`src/rtl/dma_mu_master.sv`:
```
// dma_mu_master: word-copy DMA engine driving a single-request memory unit.
// Each word is one read (src) followed by one write (dst), with one idle
// bus cycle after every completed request. irq_done pulses after the last word.
// Optional fill mode is compiled in with the macro DMA_MU_MASTER_FILL_EN.
// In fill mode the reads are skipped and cfg_pattern is written to len words.
module dma_mu_master #(
    parameter int unsigned LEN_BITS = 16
) (
    input  logic                clk,
    input  logic                reset,
    input  logic [31:0]         cfg_src,
    input  logic [31:0]         cfg_dst,
    input  logic [LEN_BITS-1:0] cfg_len,
    input  logic                cfg_go,
`ifdef DMA_MU_MASTER_FILL_EN
    input  logic                cfg_fill,
    input  logic [31:0]         cfg_pattern,
`endif
    output logic                busy,
    output logic                irq_done,
    output logic                mu_start,
    output logic [31:0]         mu_addr,
    output logic [31:0]         mu_data,
    output logic                mu_we,
    input  logic [31:0]         mu_q,
    input  logic                mu_done
);

    localparam int unsigned AW = 32;

    typedef enum logic [1:0] {
        IDLE   = 2'd0,
        RD_REQ = 2'd1,
        WR_REQ = 2'd2,
        FINISH = 2'd3
    } state_t;

    state_t              state, state_nx;
    logic [AW-1:0]       src_q, src_nx;
    logic [AW-1:0]       dst_q, dst_nx;
    logic [AW-1:0]       buf_q, buf_nx;
    logic [AW-1:0]       addr_q, addr_nx;
    logic [LEN_BITS-1:0] len_q, len_nx;
    logic                start_q, start_nx;
    logic                we_q, we_nx;
    logic                busy_q, busy_nx;
    logic                irq_q, irq_nx;
    logic                fill_q, fill_nx;
    logic                go_fill;
    logic [AW-1:0]       go_pattern;
    logic                bus_done;

`ifdef DMA_MU_MASTER_FILL_EN
    assign go_fill    = cfg_fill;
    assign go_pattern = cfg_pattern;
`else
    assign go_fill    = 1'b0;
    assign go_pattern = '0;
`endif

    // A completion only counts while our own request is outstanding
    assign bus_done = start_q && mu_done;

    assign busy     = busy_q;
    assign irq_done = irq_q;
    assign mu_start = start_q;
    assign mu_addr  = addr_q;
    assign mu_data  = buf_q;
    assign mu_we    = we_q;

    // State and registered outputs
    always_ff @(posedge clk or posedge reset) begin
        if (reset) begin
            state   <= IDLE;
            src_q   <= '0;
            dst_q   <= '0;
            buf_q   <= '0;
            addr_q  <= '0;
            len_q   <= '0;
            start_q <= 1'b0;
            we_q    <= 1'b0;
            busy_q  <= 1'b0;
            irq_q   <= 1'b0;
            fill_q  <= 1'b0;
        end else begin
            state   <= state_nx;
            src_q   <= src_nx;
            dst_q   <= dst_nx;
            buf_q   <= buf_nx;
            addr_q  <= addr_nx;
            len_q   <= len_nx;
            start_q <= start_nx;
            we_q    <= we_nx;
            busy_q  <= busy_nx;
            irq_q   <= irq_nx;
            fill_q  <= fill_nx;
        end
    end

    // Next state and next values of the bus-side registers
    always_comb begin
        state_nx = state;
        src_nx   = src_q;
        dst_nx   = dst_q;
        buf_nx   = buf_q;
        addr_nx  = addr_q;
        len_nx   = len_q;
        start_nx = start_q;
        we_nx    = we_q;
        irq_nx   = 1'b0;
        fill_nx  = fill_q;

        case (state)
            IDLE: begin
                if (cfg_go) begin
                    if (cfg_len == '0) begin
                        state_nx = FINISH;
                    end else begin
                        src_nx   = cfg_src;
                        dst_nx   = cfg_dst;
                        len_nx   = cfg_len;
                        fill_nx  = go_fill;
                        start_nx = 1'b1;
                        if (go_fill) begin
                            state_nx = WR_REQ;
                            addr_nx  = cfg_dst;
                            we_nx    = 1'b1;
                            buf_nx   = go_pattern;
                        end else begin
                            state_nx = RD_REQ;
                            addr_nx  = cfg_src;
                            we_nx    = 1'b0;
                        end
                    end
                end
            end
            RD_REQ: begin
                if (bus_done) begin
                    buf_nx   = mu_q;
                    state_nx = WR_REQ;
                    start_nx = 1'b0;
                    addr_nx  = dst_q;
                    we_nx    = 1'b1;
                end else begin
                    start_nx = 1'b1;
                end
            end
            WR_REQ: begin
                if (bus_done) begin
                    src_nx   = src_q + AW'(1);
                    dst_nx   = dst_q + AW'(1);
                    len_nx   = len_q - LEN_BITS'(1);
                    start_nx = 1'b0;
                    if (len_q != LEN_BITS'(1)) begin
                        if (fill_q) begin
                            state_nx = WR_REQ;
                            addr_nx  = dst_q + AW'(1);
                            we_nx    = 1'b1;
                        end else begin
                            state_nx = RD_REQ;
                            addr_nx  = src_q + AW'(1);
                            we_nx    = 1'b0;
                        end
                    end else begin
                        state_nx = FINISH;
                        we_nx    = 1'b0;
                    end
                end else begin
                    start_nx = 1'b1;
                end
            end
            FINISH: begin
                state_nx = IDLE;
                irq_nx   = 1'b1;
            end
            default: begin
                state_nx = IDLE;
            end
        endcase

        busy_nx = (state_nx != IDLE);
    end

endmodule

```
`config.mk`:
```
export PLATFORM = sky130hd
export DESIGN_NAME = dma_mu_master
export DESIGN_NICKNAME = d
export VERILOG_FILES = /design/src/rtl/dma_mu_master.sv
export SDC_FILE = /design/constraint.sdc
export NUM_CORES = 1
export LEC_CHECK = 0
export BUFFER_PORTS_ARGS = -buffer_cell sky130_fd_sc_hd__buf_4
export CAP_MARGIN = 30
export CORE_MARGIN = 2
export CORE_UTILIZATION = 60
export CTS_BUF_LIST = sky130_fd_sc_hd__clkbuf_8
export DETAILED_ROUTE_END_ITERATION = 16
export PLACE_DENSITY = 0.83
export SLEW_MARGIN = 5
export SYNTH_ARGS = -nofsm -noshare
export SYNTH_HDL_FRONTEND = slang
export SYNTH_SLANG_ARGS = --single-unit
```
`constraint.sdc`:
```
create_clock -name clk -period 11 [get_ports clk]
set_input_delay 2.2 -clock clk [delete_from_list [all_inputs] [get_ports clk]]
set_output_delay 2.2 -clock clk [all_outputs]
set_load 0.02 [all_outputs]
```
* Word level (Yosys, flattened, before mapping)
Index checks and enable logic that the tools add are counted.
Cells by class: shift-type cells 0, add/subtract/negate cells 3, $mul 0, equality and inequality tests 9, bitwise gates (word level) 0, reductions and logical operators 13, order comparisons 0, divide/modulo/power cells 0, multiplexer cells 32
Operators by type and width (count):
- $mux W32 | 9
- $pmux W32 S2 | 2
- $pmux W32 S3 | 1
- $add A32 B1 Y32 const B | 2
- $mux W16 | 3
- $pmux W16 S2 | 1
- $logic_not A16 Y1 | 1
- $ne A16 B1 Y1 const B | 1
- $sub A16 B1 Y16 const B | 1
- $mux W2 | 5
- $ne A2 B2 Y1 const B | 5
- $mux W1 | 8
- $pmux W2 S4 | 1
- $reduce_and A6 Y1 | 1
- $reduce_bool A2 Y1 | 3
- $reduce_and A5 Y1 | 1
- $eq A2 B2 Y1 const B | 2
- $reduce_and A4 Y1 | 1
- $pmux W1 S3 | 1
- $reduce_and A3 Y1 | 1
- $reduce_bool A3 Y1 | 1
- $eq A2 B1 Y1 const B | 1
- $logic_not A2 Y1 | 1
- $pmux W1 S2 | 1
- 3 further kinds | 3
Storage, ports and cells: memory bits (read-only) 0, output and inout port bits 68, flip-flop bits (word level) 150, logic and storage cells 67, bits in writable memories 0, memories kept 0, input port bits 116, bits in latches 0

* Depth between registers and ports, before layout
Gate-level depths: netlist (run 1).
depth in word-level cells 5, depth in mapped cells 10, mapped depth without buffers 8

* Worst setup path after synthesis (run 1)
No wires, ideal clock.
kind input port to flip-flop, start point in cfg_len[14], end point reg src_q[31], arrival time 4.074 ns, buffers on the path 2, setup slack 6.789 ns, setup time 0.137 ns, data required time 10.863 ns, cell stages on the path 7, cells stage by stage or4_1 > o41ai_4 > a21boi_2 > buf_2 > buf_2 > o22ai_1 > a21oi_1
On the way: longest elaborated chain between the ends 3
RTL lines:
- from (decl) | RTL line 13 | input logic [LEN_BITS-1:0] cfg_len,
- $logic_not A16 Y1 | RTL line 116 | if (cfg_len == '0) begin
- $ne A2 B2 Y1 (no source line)
- $reduce_and A4 Y1 (no source line)
- to (signal assigned) | RTL line 87 | src_q <= src_nx;
- to (decl) | RTL line 39 | logic [AW-1:0] src_q, src_nx;
Every way passes these cells. A chain may end at the register's enable or synchronous reset.

* Final worst setup path (run 1)
start point in cfg_len[14], end point reg dst_q[31]
On the way: longest elaborated chain between the ends 3
RTL lines:
- $logic_not A16 Y1 | RTL line 116
- $ne A2 B2 Y1 (no source line)
- $reduce_and A4 Y1 (no source line)
- to (signal assigned) | RTL line 88 | dst_q <= dst_nx;
- to (decl) | RTL line 40 | logic [AW-1:0] dst_q, dst_nx;
Every way passes these cells.

==> impl_metrics.toml, run 1 <==
[clock_tree]
cts_root_buf = "clkbuf_8"
numCtsBuffers = 17
hold_buffers = 0
clock_sinks = 150
h-tree-depth = 4
clockBufferDepth = 2
cts_setup_buffers = 0
cts_tree = "done"
worstSkewPairLatency_ns = 0.47
cts.repair.resized = 0
cts.reportedPaths.clkPinSlew_ns = 0.08

[timing]
setup_viol = 0
worst_slack_ns = 6.38
min_period_ns = 4.62
fin_worst_skew_ns = 0.0127
timing.slew.headroom = 0.326
tightest_slew_ns = 1.00
grt_setup_unrepaired = "no"
fmax_mhz = 216
hold_viol_final = 0
drv_slew = 0
final.setup.tns_ns = 0
finalCritPeriodShare = 0.420
hold_ws_ns = 0.479

[finish]
instances_no_fill = 1384
post_route_cells_drive_above_1_share = 0.238
area_growth_pct = 20.4
final_nets = 1312
antenna_cells = 0

[power]
ir_drop_mv = 0.287
switching_share = 0.475
power_frac_comb = 0.541
power_frac_seq = 0.332
powerDensity_nw_per_um2 = 319
p_switching_mw = 1.62
power_leakage_nw = 4.58
power_frac_clock = 0.128
internal-power_mw = 1.79

[status]
run_status = "finished clean"

[global_route]
grt_first_pass_wirelength_um = 40400
grt_max_degree = 103
grt_overflow = 0
grt_usage = 0.314
grt_pass1_vias = 7963
antenna_found_initial = 0

[synthesis]
synth.avg_cell_area_sq_um = 8.45
syn_area_sq_um = 8890
synth_flop_cell = "dfrtp_1"
synth-warning-count = 0
syn-instance-count = 1052
synth-async-reset-ratio = 1.00
synth_edf_count = 0
synth_seq_cells = 150
syn-num-nets = 1177
synth_seq_area_share = 0.422
synth.distinct_cells = 68

[detailed_routing]
drc = 0
dr_total_vias = 8774
finalWirelength_um = 25200
routedWlPerCell_um = 18.2
vias_per_cell = 6.34
dr.first_iter.drc_count = 1048
dr.pass1.iters = 8
postRouteAntennaNets = 0

[placed_design]
place_ws_ns = 5.91
dp_hpwl_um = 17400
gp_congestion = 0.900
portBuffers = 183
dpl.cell_count = 1351

[critical_path]
worst_setup_path_start_kind = "input pin"
slowest_delay_ns = 0.77
critPathKind = "in2reg"
required_ns = 11.32
worst_r2r_endpoint = "dst_q[22]$_DFFE_PP0P_"
arrival_ns = 4.94
cpMaxStageDelayCell = "o21ai_2"
crit_fanout = 23
reg2reg_slack_ns = 7.66
critPathCaptureType = "flop"
r2r_start = "state[0]$_DFF_PP0_"
crit_chain = "buf_4 -> or4_1 -> o41a_1 -> o21ai_2 -> buf_4 -> a21oi_1 -> o22ai_1 -> a21oi_1"
rr_worst_depth = 9

[floorplan]
die_x_um = 126
die_height_um = 126
io_pins = 184
row_count = 44
die_area_sq_um = 15800
initial_core_util = 0.614
core-area_sq_um = 14500

[hold_path]
whs_endpoint = "mu_addr[9]$_DFFE_PP0P_"
min_path_cells = 2
hp-start = "mu_addr[9]$_DFFE_PP0P_"
hold_class = "reg2reg"

[job]
max_cap_viol_count = 0
==> flip-flops by register name, indices dropped and copies added (netlist names) <==
register / cells
len_q: 16
irq_done: 1
dst_q: 32
mu_data: 32
state: 2
mu_addr: 32
mu_we: 1
src_q: 32
mu_start: 1
busy: 1
==> synth_stat cells, types with 7 or more instances <==
master | number | area, sq um
nand3_1 | 54 | 270
clkbuf_1 | 48 | 180
nand2_1 | 142 | 533
o31ai_1 | 26 | 195
nor4_1 | 9 | 56.3
buf_2 | 17 | 85.1
nand2b_1 | 7 | 43.8
xnor2_1 | 18 | 158
o22a_1 | 7 | 61.3
or4_1 | 7 | 52.6
mux2_2 | 34 | 383
and3_1 | 21 | 131
buf_1 | 11 | 41.3
o21ai_0 | 70 | 350
xor2_1 | 9 | 78.8
o211ai_1 | 7 | 52.6
dfrtp_1 | 150 | 3750
o21a_1 | 7 | 52.6
inv_1 | 17 | 63.8
ha_1 | 9 | 113
nand4_1 | 22 | 138
o22ai_1 | 40 | 250
mux2i_1 | 8 | 80.1
nor2_1 | 86 | 323
a31oi_1 | 9 | 56.3
a21oi_1 | 111 | 556
nor3_1 | 27 | 135
==> power by group through the flow <==
| stage | sequential (mW) | clock [mW] | combinational (mW) |
|---|---|---|---|
| after floorplan | 1.18 | 0 | 1.21 |
| after global placement | 1.11 | 0 | 1.77 |
| after detailed placement | 1.13 | 0 | 1.82 |
| after CTS | 1.12 | 0.439 | 1.83 |
| after global routing | 1.17 | 0.458 | 2.02 |
| final | 1.13 | 0.435 | 1.84 |
==> per-layer routing <==
| layer | wire length, um | up-vias | global-route usage |
|---|---|---|---|
| li1 | - | 4130 | - |
| met1 | 10700 | 4078 | 0.440 |
| met2 | 11600 | 501 | 0.494 |
| met3 | 2160 | 65 | 0.0514 |
| met4 | 741 | 0 | 0.121 |
| met5 | 0 | - | 0 |
==> stage by stage <==
stage / util / total power, mW / cell area, sq um
2_1_floorplan: - / 2.39 / 8890
3_3_place_gp: 0.709 / 2.89 / 10300
3_5_place_dp: 0.710 / 2.95 / 10300
4_1_cts: 0.738 / 3.39 / 10700
6_report: 0.739 / 3.41 / 10700
5_1_grt: 0.739 / 3.65 / 10700
==> final cells by class <==
type                    count  area [sq um]
multi-input cells         806          4760
fillers                  1129          3770
flip-flops and latches    150          3750
repair buffers            194          1480
clock buffers              20           275
well taps                 184           230
clock inverters            12           129
inverters                  18          72.6
==> critical path, delay by kind of cell <==
family	cells	cell delay, ns
buffers and inverters	2	0.54
and+or+nand+nor	1	0.61
AOI/OAI and AO/OA	5	1.60
==> logic make-up (layout without fill, tap and decap cells) <==
kind of cell | count (synthesis) | after routing | share of synthesized area
AO/OA/AOI/OAI | 326 | 326 | 0.229
XOR/XNOR | 27 | 27 | 0.0266
adder cells (fa/ha/maj) | 9 | 9 | 0.0127
buffers and inverters | 96 | 244 | 0.0446
flip-flops | 150 | 150 | 0.422
multiplexers | 42 | 42 | 0.0521
AND/OR/NAND/NOR | 402 | 402 | 0.213
==> how the worst max path moves through the flow <==
stage	from	to	slack, ns	cells past startpoint
after floorplan	reset	busy$_DFF_PP0_	4.76	1
after detailed placement	cfg_len[14]	dst_q[31]$_DFFE_PP0P_	5.91	8
after global placement	cfg_len[14]	dst_q[31]$_DFFE_PP0P_	5.95	8
after CTS	cfg_len[14]	dst_q[31]$_DFFE_PP0P_	6.40	8
final	cfg_len[14]	dst_q[31]$_DFFE_PP0P_	6.38	8
after global routing	cfg_len[14]	dst_q[31]$_DFFE_PP0P_	6.24	8
==> cell usage in the layout, fill, tap and decap left out, drive strengths merged, types with 4 or more instances in the layout <==
cell and instances:
nor3 28, nand2b 7, inv 19, xor2 9, nand4 22, nand2 143
nor2 87, and3 21, dfrtp 150, a31oi 9, xnor2 18, o22ai 40
o22a 7, and4 5, a31o 6, mux2i 8, or4 10, o32ai 6
clkbuf 20, buf 194, nor4 10, a2bb2oi 5, ha 9, o21ai 72
and2 6, clkinvlp 5, mux2 34, clkinv 4, o21a 7, nand3 54
o31ai 26, a21oi 112, o211ai 7
Power figures use the tool's default switching activity.
==> run 2: changes to the inputs <==
--- a/config.mk
+++ b/config.mk
@@ -5,13 +5,14 @@
 export SDC_FILE = /design/constraint.sdc
 export NUM_CORES = 1
 export LEC_CHECK = 0
+export ABC_AREA = 1
 export BUFFER_PORTS_ARGS = -buffer_cell sky130_fd_sc_hd__buf_4
 export CAP_MARGIN = 30
 export CORE_MARGIN = 2
-export CORE_UTILIZATION = 60
+export CORE_UTILIZATION = 52
 export CTS_BUF_LIST = sky130_fd_sc_hd__clkbuf_8
 export DETAILED_ROUTE_END_ITERATION = 16
-export PLACE_DENSITY = 0.83
+export PLACE_DENSITY = 0.76
 export SLEW_MARGIN = 5
 export SYNTH_ARGS = -nofsm -noshare
 export SYNTH_HDL_FRONTEND = slang
==> constraint.sdc (replaced) <==
create_clock -name clk -period 4.1 [get_ports clk]
set_input_delay 0.82 -clock clk [delete_from_list [all_inputs] [get_ports clk]]
set_output_delay 0.82 -clock clk [all_outputs]
set_load 0.02 [all_outputs]
==> impl_metrics.toml, run 2 <==
[status]
run_status = "finished clean"

[floorplan]
die_area_sq_um = 19500
io_pins = 184
core-area_sq_um = 18000
die_x_um = 139
die_height_um = 139
row_count = 49
initial_core_util = 0.531

[detailed_routing]
wl_met2_um = 12900
dr.first_iter.drc_count = 727
vias_per_cell = 5.32
dr_total_vias = 9671
postRouteAntennaNets = 0
finalWirelength_um = 27500
wl_met1_um = 11900
drc = 0
dr.pass1.iters = 5
routedWlPerCell_um = 15.1
dr_wl_met3_um = 2010
top_layer = "met4"

[timing]
fin_worst_skew_ns = 0.0161
worst_slack_ns = 0.888
hold_ws_ns = 0.485
final.setup.tns_ns = 0
tightest_slew_ns = 0.782
finalCritPeriodShare = 0.784
grt_setup_unrepaired = "no"
timing.slew.headroom = 0.478
min_period_ns = 3.21
drv_slew = 0
setup_viol = 0
hold_viol_final = 0
fmax_mhz = 311

[synthesis]
synth_top_area_share = 0.393
syn-num-nets = 1541
synth_fa_ha_area_frac = 0.0118
synth_area_leaders = "dfrtp_1, nand2_1, nor2_1"
synth_top_area_cell = "dfrtp_1"
synth-async-reset-ratio = 1.00
synth-warning-count = 0
synth_seq_cells = 150
syn-instance-count = 1416
synthMuxAreaShare = 0.0378
synth-xor-area-share = 0.00551
syn_area_sq_um = 9540
synthTopCellsByCount = "nand2_1, nor2_1, dfrtp_1, inv_1, nand3_1"
synth_seq_area_share = 0.393
synth_flop_cell = "dfrtp_1"
synth.distinct_cells = 38
synth-simple-area-share = 0.384
synth.avg_cell_area_sq_um = 6.74
synth-compound-area-share = 0.0908
yosysMostFrequentCell = "nand2_1"
synth_edf_count = 0
synth_top_family_by_area = "simple AND/OR/NAND/NOR gates"

[critical_path]
crit_family = "buffers and inverters"
worst_setup_path_start_kind = "flop"
critPathKind = "reg2reg"
cpMaxStageDelayCell = "ha_4"
cp_num_buf_inv = 4
slowest_delay_ns = 0.57
critPathCaptureType = "flop"
crit_chain = "inv_1 -> ha_4 -> inv_2 -> nand2_1 -> nand3_4 -> inv_2 -> buf_12 -> nand2_1 -> o21a_1"
required_ns = 4.46
crit_fanout = 56
arrival_ns = 3.57

[power]
internal-power_mw = 4.81
power_leakage_nw = 5.90
power_frac_clock = 0.139
power_frac_seq = 0.314
powerDensity_nw_per_um2 = 819
total_power_mw = 9.44
p_switching_mw = 4.63
switching_share = 0.491
ir_drop_mv = 0.493
power_frac_comb = 0.547

[placed_design]
gp_congestion = 0.915
dp_hpwl_um = 20400
post_dp_cell_area_sq_um = 11100
portBuffers = 183
dpl.cell_count = 1786
place_ws_ns = 0.907

[finish]
final_nets = 1701
fill_cells = 1651
fin_area_sq_um = 11500
post_route_cells_drive_above_1_share = 0.187
layout_common_cells = "nand2_1, nor2_1, buf_4"
final_util = 0.641
antenna_cells = 0
instances_no_fill = 1818
final_common_cell = "nand2_1"
area_growth_pct = 20.7

[clock_tree]
h-tree-depth = 4
numCtsBuffers = 17
clock_sinks = 150
worstSkewPairLatency_ns = 0.46
cts_setup_buffers = 0
cts_root_buf = "clkbuf_8"
cts_tree = "done"
cts.repair.resized = 0
hold_buffers = 0
cts.reportedPaths.clkPinSlew_ns = 0.09
clockBufferDepth = 2

[global_route]
grt_first_pass_wirelength_um = 44100
grt_overflow = 0
antenna_found_initial = 0
grt_max_degree = 88
grt_usage = 0.281
grt_pass1_vias = 9149

[hold_path]
hold_class = "in2async"

[job]
max_cap_viol_count = 0
==> run 2: final timing paths <==
check / start / end / slack (ns) / cells past startpoint
min in group clk: mu_addr[9]$_DFFE_PP0P_ / mu_addr[9]$_DFFE_PP0P_ / 0.49 / 2
hold reg to reg: mu_addr[9]$_DFFE_PP0P_ / mu_addr[9]$_DFFE_PP0P_ / 0.49 / 2
setup reg to reg: state[0]$_DFF_PP0_ / len_q[7]$_DFFE_PP0P_ / 0.89 / 9
setup / recovery: state[0]$_DFF_PP0_ / len_q[7]$_DFFE_PP0P_ / 0.89 / 9
max in group asynchronous: reset / mu_addr[15]$_DFFE_PP0P_ / 2.68 / 3
hold / removal: reset / src_q[16]$_DFFE_PP0P_ / 0.49 / 2
==> run 2: final cells by class <==
| class | count | area (sq um) | share of cell area |
|---|---|---|---|
| multi-input cells | 1091 | 5070 | 0.440 |
| flip-flops and latches | 150 | 3750 | 0.326 |
| repair buffers | 194 | 1500 | 0.130 |
| inverters | 122 | 462 | 0.0401 |
| well taps | 229 | 287 | 0.0249 |
| clock buffers | 18 | 248 | 0.0215 |
| clock inverters | 14 | 199 | 0.0173 |
==> run 2: cell families (layout without fill, tap and decap cells) <==
group	count (synthesis)	count (layout)
flops	150	150
compound gates	159	159
buf+inv	175	348
simple gates	885	885
mux	32	32
fa+ha+maj	9	9
xor+xnor	6	6
==> run 2: power by group through the flow <==
stage,registers (mW),clock network (mW),logic [mW]
CTS,2.95,1.32,5.15
global route,3.06,1.38,5.75
floorplan,3.18,0,3.25
detailed placement,2.96,0,5.14
finish,2.97,1.31,5.16
global placement,2.95,0,4.95
==> run 2: metal layers <==
layer  up-vias  global-route usage
li1       4766                   -
met1      4457               0.369
met2       393               0.461
met3        55              0.0654
met4         0              0.0925
met5         -                   0
==> run 2: worst reg2reg max path, stage by stage (launching register included) <==
cell	delay, ns
dfrtp_1	0.42
inv_1	0.17
ha_4	0.57
inv_2	0.39
nand2_1	0.22
nand3_4	0.38
inv_2	0.46
buf_12	0.29
nand2_1	0.10
o21a_1	0.11
